**src/rtl/uart_byte_rx_pkg.sv**
```systemverilog
// Shared UART definitions: frame geometry, receiver state encoding and bit-vote helper.
package uart_byte_rx_pkg;

    localparam int unsigned UART_OVERSAMPLE = 16;
    localparam int unsigned UART_DATA_BITS  = 8;

    typedef enum logic [1:0] {
        ST_IDLE,
        ST_START,
        ST_DATA,
        ST_STOP
    } uart_state_e;

    // 2-of-3 majority used to reject single-sample noise on the line.
    function automatic logic maj3(input logic a, input logic b, input logic c);
        return (a & b) | (a & c) | (b & c);
    endfunction

endpackage

```
**src/rtl/uart_os_tick.sv**
```systemverilog
// Oversample prescaler: one-cycle tick every DIV clocks, realigned by a synchronous restart.
module uart_os_tick #(
    parameter int unsigned DIV = 326
) (
    input  logic clk,
    input  logic rst,
    input  logic restart,
    output logic tick
);

    localparam int unsigned CW = (DIV > 1) ? $clog2(DIV) : 1;
    localparam logic [CW-1:0] LAST = CW'(DIV - 1);

    logic [CW-1:0] cnt;

    // Count 0..DIV-1; restart forces 0 so the first tick lands DIV cycles later.
    always_ff @(posedge clk or posedge rst) begin
        if (rst) begin
            cnt <= '0;
        end else if (restart || (cnt == LAST)) begin
            cnt <= '0;
        end else begin
            cnt <= cnt + 1'b1;
        end
    end

    assign tick = (cnt == LAST) && !restart;

endmodule

```
**src/rtl/uart_byte_rx.sv**
```systemverilog
// 8N1 UART receiver with 16x oversampling and 3-sample majority vote per bit.
module uart_byte_rx
    import uart_byte_rx_pkg::*;
#(
    parameter int unsigned CLK_HZ = 50_000_000,
    parameter int unsigned BAUD   = 9600
) (
    input  logic       clk,
    input  logic       rst,
    input  logic       rs232_rx,
    output logic [7:0] rx_data,
    output logic       rx_int,
    output logic       frame_err,
    output logic       busy
);

    localparam int unsigned DIV_RAW = (CLK_HZ + BAUD * 8) / (BAUD * 16);
    localparam int unsigned DIV     = (DIV_RAW == 0) ? 1 : DIV_RAW;

    localparam logic [3:0] POS_S7    = 4'd7;
    localparam logic [3:0] POS_S8    = 4'd8;
    localparam logic [3:0] POS_S9    = 4'd9;
    localparam logic [3:0] POS_LAST  = 4'(UART_OVERSAMPLE - 1);
    localparam logic [3:0] LAST_DATA = 4'(UART_DATA_BITS);

    logic                      sync1;
    logic                      rxs;
    logic                      armed;
    uart_state_e               state;
    logic [3:0]                pos;
    logic [3:0]                bit_cnt;
    logic                      samp7;
    logic                      samp8;
    logic [UART_DATA_BITS-1:0] shreg;
    logic                      tick;
    logic                      start_det;
    logic                      decide;
    logic                      bit_val;

    // Two-flop synchronizer; idles high so reset never looks like a start edge.
    always_ff @(posedge clk or posedge rst) begin
        if (rst) begin
            sync1 <= 1'b1;
            rxs   <= 1'b1;
        end else begin
            sync1 <= rs232_rx;
            rxs   <= sync1;
        end
    end

    assign start_det = (state == ST_IDLE) && armed && !rxs;
    assign decide    = tick && (pos == POS_S9);
    assign bit_val   = maj3(samp7, samp8, rxs);

    uart_os_tick #(
        .DIV(DIV)
    ) u_os_tick (
        .clk    (clk),
        .rst    (rst),
        .restart(start_det),
        .tick   (tick)
    );

    // Receive FSM with bit/position counters and registered strobes.
    always_ff @(posedge clk or posedge rst) begin
        if (rst) begin
            state     <= ST_IDLE;
            armed     <= 1'b0;
            pos       <= '0;
            bit_cnt   <= '0;
            samp7     <= 1'b0;
            samp8     <= 1'b0;
            shreg     <= '0;
            rx_data   <= '0;
            rx_int    <= 1'b0;
            frame_err <= 1'b0;
            busy      <= 1'b0;
        end else begin
            rx_int    <= 1'b0;
            frame_err <= 1'b0;
            // A frame error below overrides this and disarms until the line is seen high.
            if (rxs) begin
                armed <= 1'b1;
            end
            if ((state != ST_IDLE) && tick) begin
                pos <= pos + 4'd1;
                if (pos == POS_LAST) begin
                    bit_cnt <= bit_cnt + 4'd1;
                end
                if (pos == POS_S7) begin
                    samp7 <= rxs;
                end
                if (pos == POS_S8) begin
                    samp8 <= rxs;
                end
            end
            unique case (state)
                ST_IDLE: begin
                    if (start_det) begin
                        state   <= ST_START;
                        pos     <= '0;
                        bit_cnt <= '0;
                        busy    <= 1'b1;
                    end
                end
                ST_START: begin
                    if (decide) begin
                        if (bit_val) begin
                            state <= ST_IDLE;
                            busy  <= 1'b0;
                        end else begin
                            state <= ST_DATA;
                        end
                    end
                end
                ST_DATA: begin
                    if (decide) begin
                        shreg <= {bit_val, shreg[UART_DATA_BITS-1:1]};
                        if (bit_cnt == LAST_DATA) begin
                            state <= ST_STOP;
                        end
                    end
                end
                ST_STOP: begin
                    if (decide) begin
                        state <= ST_IDLE;
                        busy  <= 1'b0;
                        if (bit_val) begin
                            rx_data <= shreg;
                            rx_int  <= 1'b1;
                        end else begin
                            frame_err <= 1'b1;
                            armed     <= 1'b0;
                        end
                    end
                end
                default: state <= ST_IDLE;
            endcase
        end
    end

endmodule
```
**config.mk**
```make
export PLATFORM = sky130hd
export DESIGN_NAME = uart_byte_rx
export DESIGN_NICKNAME = d
export VERILOG_FILES = /design/src/rtl/uart_byte_rx_pkg.sv /design/src/rtl/uart_os_tick.sv /design/src/rtl/uart_byte_rx.sv
export SDC_FILE = /design/constraint.sdc
export NUM_CORES = 1
export LEC_CHECK = 0
export ABC_CLOCK_PERIOD_IN_PS = 3800
export BUFFER_PORTS_ARGS = -buffer_cell sky130_fd_sc_hd__buf_4
export CORE_AREA = 2 2 77 79
export CTS_CLUSTER_DIAMETER = 50
export DETAILED_ROUTE_END_ITERATION = 12
export DIE_AREA = 0 0 79 81
export GPL_ROUTABILITY_DRIVEN = 1
export PLACE_DENSITY_LB_ADDON = 0.08
export SYNTH_ARGS = -nofsm -noshare
export SYNTH_HDL_FRONTEND = slang
export SYNTH_HIERARCHICAL = 1
export SYNTH_SLANG_ARGS = --single-unit
```
**constraint.sdc**
```tcl
create_clock -name clk -period 3.8 [get_ports clk]
set_input_delay 0.38 -clock clk [delete_from_list [all_inputs] [get_ports clk]]
set_output_delay 0.38 -clock clk [all_outputs]
set_load 0.1 [all_outputs]
```
; Word-level counts from Yosys, hierarchy flattened
; Index checks and enable logic that the tools add are counted.
[classes]
bitwise = 5
n_div = 0
n_eq_ne = 15
n_lt_le_gt_ge = 0
mul = 0
n_addsub = 3
n_reduce_logical = 17
mux = 30
shift = 0
[op_table]
columns = operator, count
row1 = two-way mux 4 bit, 7
row2 = equality test 4 bit (second input constant), 4
row3 = two-way mux 1 bit, 14
row4 = two-way mux 2 bit, 6
row5 = != test 2 bit (second input constant), 5
row6 = AND reduction 5 bit, 2
row7 = adder 9 x 1 -> 9 bit (second input constant), 1
row8 = equality test 9 bit (second input constant), 1
row9 = two-way mux 9 bit, 1
row10 = adder 4 x 1 -> 4 bit (second input constant), 2
row11 = one-hot mux 2 bit (4 select lines), 1
row12 = AND reduction 2 bit, 3
row13 = logical AND 1 bit, 5
row14 = equality test 2 bit (second input constant), 2
row15 = equality test 4 x 3 -> 1 bit (second input constant), 1
row16 = bitwise AND 1 bit, 3
row17 = one-hot mux 1 bit (3 select lines), 1
row18 = AND reduction 3 bit, 1
row19 = nonzero test 3 bit, 1
row20 = equality test 2 x 1 -> 1 bit (second input constant), 1
row21 = zero test 1 bit, 2
row22 = zero test 2 bit, 1
row23 = != test 2 x 1 -> 1 bit (second input constant), 1
row24 = OR 1 bit, 2
row25 = 2 further kinds, 2
[word_totals]
mem_bits_rw = 0
memories = 0
latchBits = 0
register_bits = 43
mem_bits_ro = 0
elab_cells = 84

; Depth between registers and ports, before layout
[logic_depth]
depth_word = 9
ltp_mapped = 8
ltp_nobuf = 7

; Cells and area by module
; The synthesis kept the hierarchy.
[by_module_without_submodules]
columns = module, cells_per_inst, area_each_um2, seq_area_each_um2, instances
row1 = uart_byte_rx, 119, 1557.7, 853.3, 1
row2 = uart_os_tick, 45, 457.9, 225.2, 1

; Worst setup path before layout
; No wires, ideal clock.
[synth_timing]
kind = register to register
startpoint = reg (tool-made name)
endpoint = reg shreg[0]
synth_period_minus_slack_ns = 2.277
path_slack_ns = 1.523
path_stages_with_launch = 9
setup_time_ns = 0.125
path_buffers = 2
t_required_ns = 3.675
arrival_ns = 2.152
path_cell_list = dfrtp_1 -> buf_4 -> or4b_1 -> clkinv_1 -> nor2_1 -> and4b_4 -> and3_4 -> buf_12 -> mux2_4
[synth_lines]
columns = item, line_no
row1 = end signal: assignment, uart_byte_rx.sv:118  ; shreg <= {bit_val, shreg[UART_DATA_BITS-1:1]};
row2 = end: declaration, uart_byte_rx.sv:34  ; logic [UART_DATA_BITS-1:0] shreg;

==> flow_summary.toml <==
[outcome]
status = "complete, no violations"

[worst_setup_path]
cp-end-kind = "flip-flop"
crit_buf_inv = 1
critPathArrivalTime_ns = 2.65
critPathMaxStageDelay_ns = 0.57
crit_family = "simple AND/OR/NAND/NOR gates"
crit_chain = "or4b_1 -> clkinv_1 -> nor2_1 -> and4b_4 -> and3_4 -> mux2_4"
crit_slowest_cell = "dfrtp_1"
crit_path_start_kind = "flip-flop"
r2r_slack_ns = 1.32
crit_type = "reg2reg"
cp_max_fo = 11
required_ns = 3.97

[sta]
rsz0062_at_grt = "false"
tightest_slew_ns = 0.493
skew_ns = 0.00844
layout_setup_ws_ns = 1.32
max_freq_ghz = 0.404
hold_violations = 0
slew_headroom_pct = 66.9
fin_setup_tns_ns = 0
fin_crit_sh_pct = 65.2
setup_violations = 0
fin_crit_ns = 2.48
finalMaxSlewViolations = 0

[logic_synthesis]
synth_common_cells = "dfrtp_1, mux2_2, nor2_1"
synth_edf_count = 0
synth_area_mm2 = 0.00202
netlist.area_leader.share_pct = 50.9
avgSynthCellArea_um2 = 12.3
yosys.area.top_type = "dfrtp_1"
ys_ff_latch = 43
yosys-top-cells-area = "dfrtp_1, mux2_2, mux2_4, ha_1, dfstp_2"
synth_nets = 174
async_flop_share_pct = 100
yosysUniqueCellTypes = 40
synth-main-ff-cell = "dfrtp_1"
postSynthCellCount = 164
synth_most_common_cell = "dfrtp_1"
seq_area_frac_synth_pct = 53.5
synth_warnings = 6

[floorplan]
core_area_mm2 = 0.00568
io_pins = 14
die_h_um = 81
dieArea_mm2 = 0.00640
core.rowCount = 28
dieWidth_um = 79
start_util_pct = 35.5

[clocking]
cts_resized = 0
post-cts-setup-buffer-count = 0
clkSinkCount = 43
htree_levels = 2
numCtsBuffers = 5
clk_latency_ns = 0.29
ctsHoldBuffers = 0
clockBufferDepth = 2
tritoncts = "done"
cts_root_buffer = "clkbuf_8"
clkTransAtPathRegs_ns = 0.08

[routing]
first_pass_iters = 4
wirelength_um = 3360
ant_nets = 0
via_per_inst = 4.91
post_drt_wl_per_cell_um = 13.1
drc_errors = 0
vias = 1263
drt-initial-drc-count = 46

[placement]
hpwlAfterDp_um = 2440
place.gp.congestion = 0.798
post-place-ws_ns = 1.31
portBuffers = 13

[grt]
grt_pass1_wl_um = 5940
grt_pass1_vias = 1287
antenna_found_initial = 0
grt_overflow = 0
grt_max_degree = 35
grt_use_total_pct = 12.0

[cells_and_area]
utilization_pct = 39.6
num_antenna_cells = 0
area_growth_pct = 11.6
layout-drive-gt1-share_pct = 27.5
num-nets-final = 191

[pwr]
power_density_mw_per_mm2 = 422
max-vdd-ir-drop_uv = 207
p_leak_nw = 1.04
p_total_mw = 0.950

[worst_hold_path]
hp-class = "in2async"

[run]
cap_violations = 0
## area by class of cell
class / count / area [um^2]
Tap cell: 75 / 93.8
Fill cell: 569 / 3430
Sequential cell: 43 / 1080
Clock inverter: 2 / 12.5
Inverter: 10 / 37.5
Multi-Input combinational cell: 107 / 850
Clock buffer: 6 / 72.6
Timing Repair Buffer: 14 / 105
## cell families after synthesis
family,share of synthesized area [%]
AO/OA/AOI/OAI,7.88
buffers and inverters,4.34
adder cells (fa/ha/maj),4.84
AND/OR/NAND/NOR,14.6
XOR/XNOR,1.74
flip-flops,53.5
multiplexers,13.1
## report_power, final
part | internal [mW] | switching (mW)
clock network | 0.129 | 0.156
registers | 0.494 | 0.0520
logic | 0.0480 | 0.0714
total | 0.671 | 0.279
## metrics by stage
stage | instances | cell area (um^2) | hold slack, ns
2_1_floorplan | 164 | 2020 | 0.208
3_3_place_gp | 249 | 2160 | 0.348
3_5_place_dp | 249 | 2160 | 0.352
4_1_cts | 257 | 2250 | 0.0596
5_1_grt | 257 | 2250 | 0.0777
6_report | 257 | 2250 | 0.0481
## final timing paths
kind | depth (start not counted) | to
worst max-delay path | 6 | shreg[1]
worst min-delay path | 2 | u_os_tick/cnt[6]
worst max register to register | 6 | shreg[1]
worst min register to register | 0 | rxs
max in group asynchronous | 3 | sync1
min in group clk | 1 | sync1
## layout by cell type, fill, tap and decap left out, types with 2 or more instances in the layout
cell type,Yosys,routed
xor2_1,3,3
nand2_1,8,8
buf_4,1,14
mux2_4,8,8
a21oi_2,2,2
mux2_2,11,11
nand3_1,9,9
nand4b_1,2,2
inv_1,9,9
a21oi_1,8,8
o21ai_0,8,8
ha_1,7,7
nor3_1,3,3
o21a_1,2,2
mux2i_1,2,2
o211ai_1,2,2
nor2_1,10,10
clkbuf_8,0,5
dfstp_2,2,2
or3_1,5,5
dfrtp_1,41,41
## worst register-to-register path, stage by stage, from the launching register on
cell and delay (ns):
dfrtp_1 0.57, or4b_1 0.23, clkinv_1 0.27, nor2_1 0.33, and4b_4 0.32, and3_4 0.31, mux2_4 0.32
## sequential cells by signal (all words and copies together) (netlist names), named ones only
register	count
rx_data	8
rxs	1
samp7	1
armed	1
rx_int	1
sync1	1
frame_err	1
pos	4
shreg	8
u_os_tick/cnt	9
samp8	1
busy	1
bit_cnt	4
state	1
## metal layers
| metal | wire, um | part of all wire (%) | vias to the layer above | track usage (%) |
|---|---|---|---|---|
| li1 | - | - | 620 | - |
| met5 | 0 | 0 | - | 0 |
| met2 | 1670 | 50 | 14 | 20.1 |
| met1 | 1530 | 45 | 624 | 14.5 |
| met3 | 107 | 3.2 | 5 | 3.67 |
| met4 | 52 | 1.5 | 0 | 4.66 |
No activity file was read; power rests on OpenSTA's default activity.
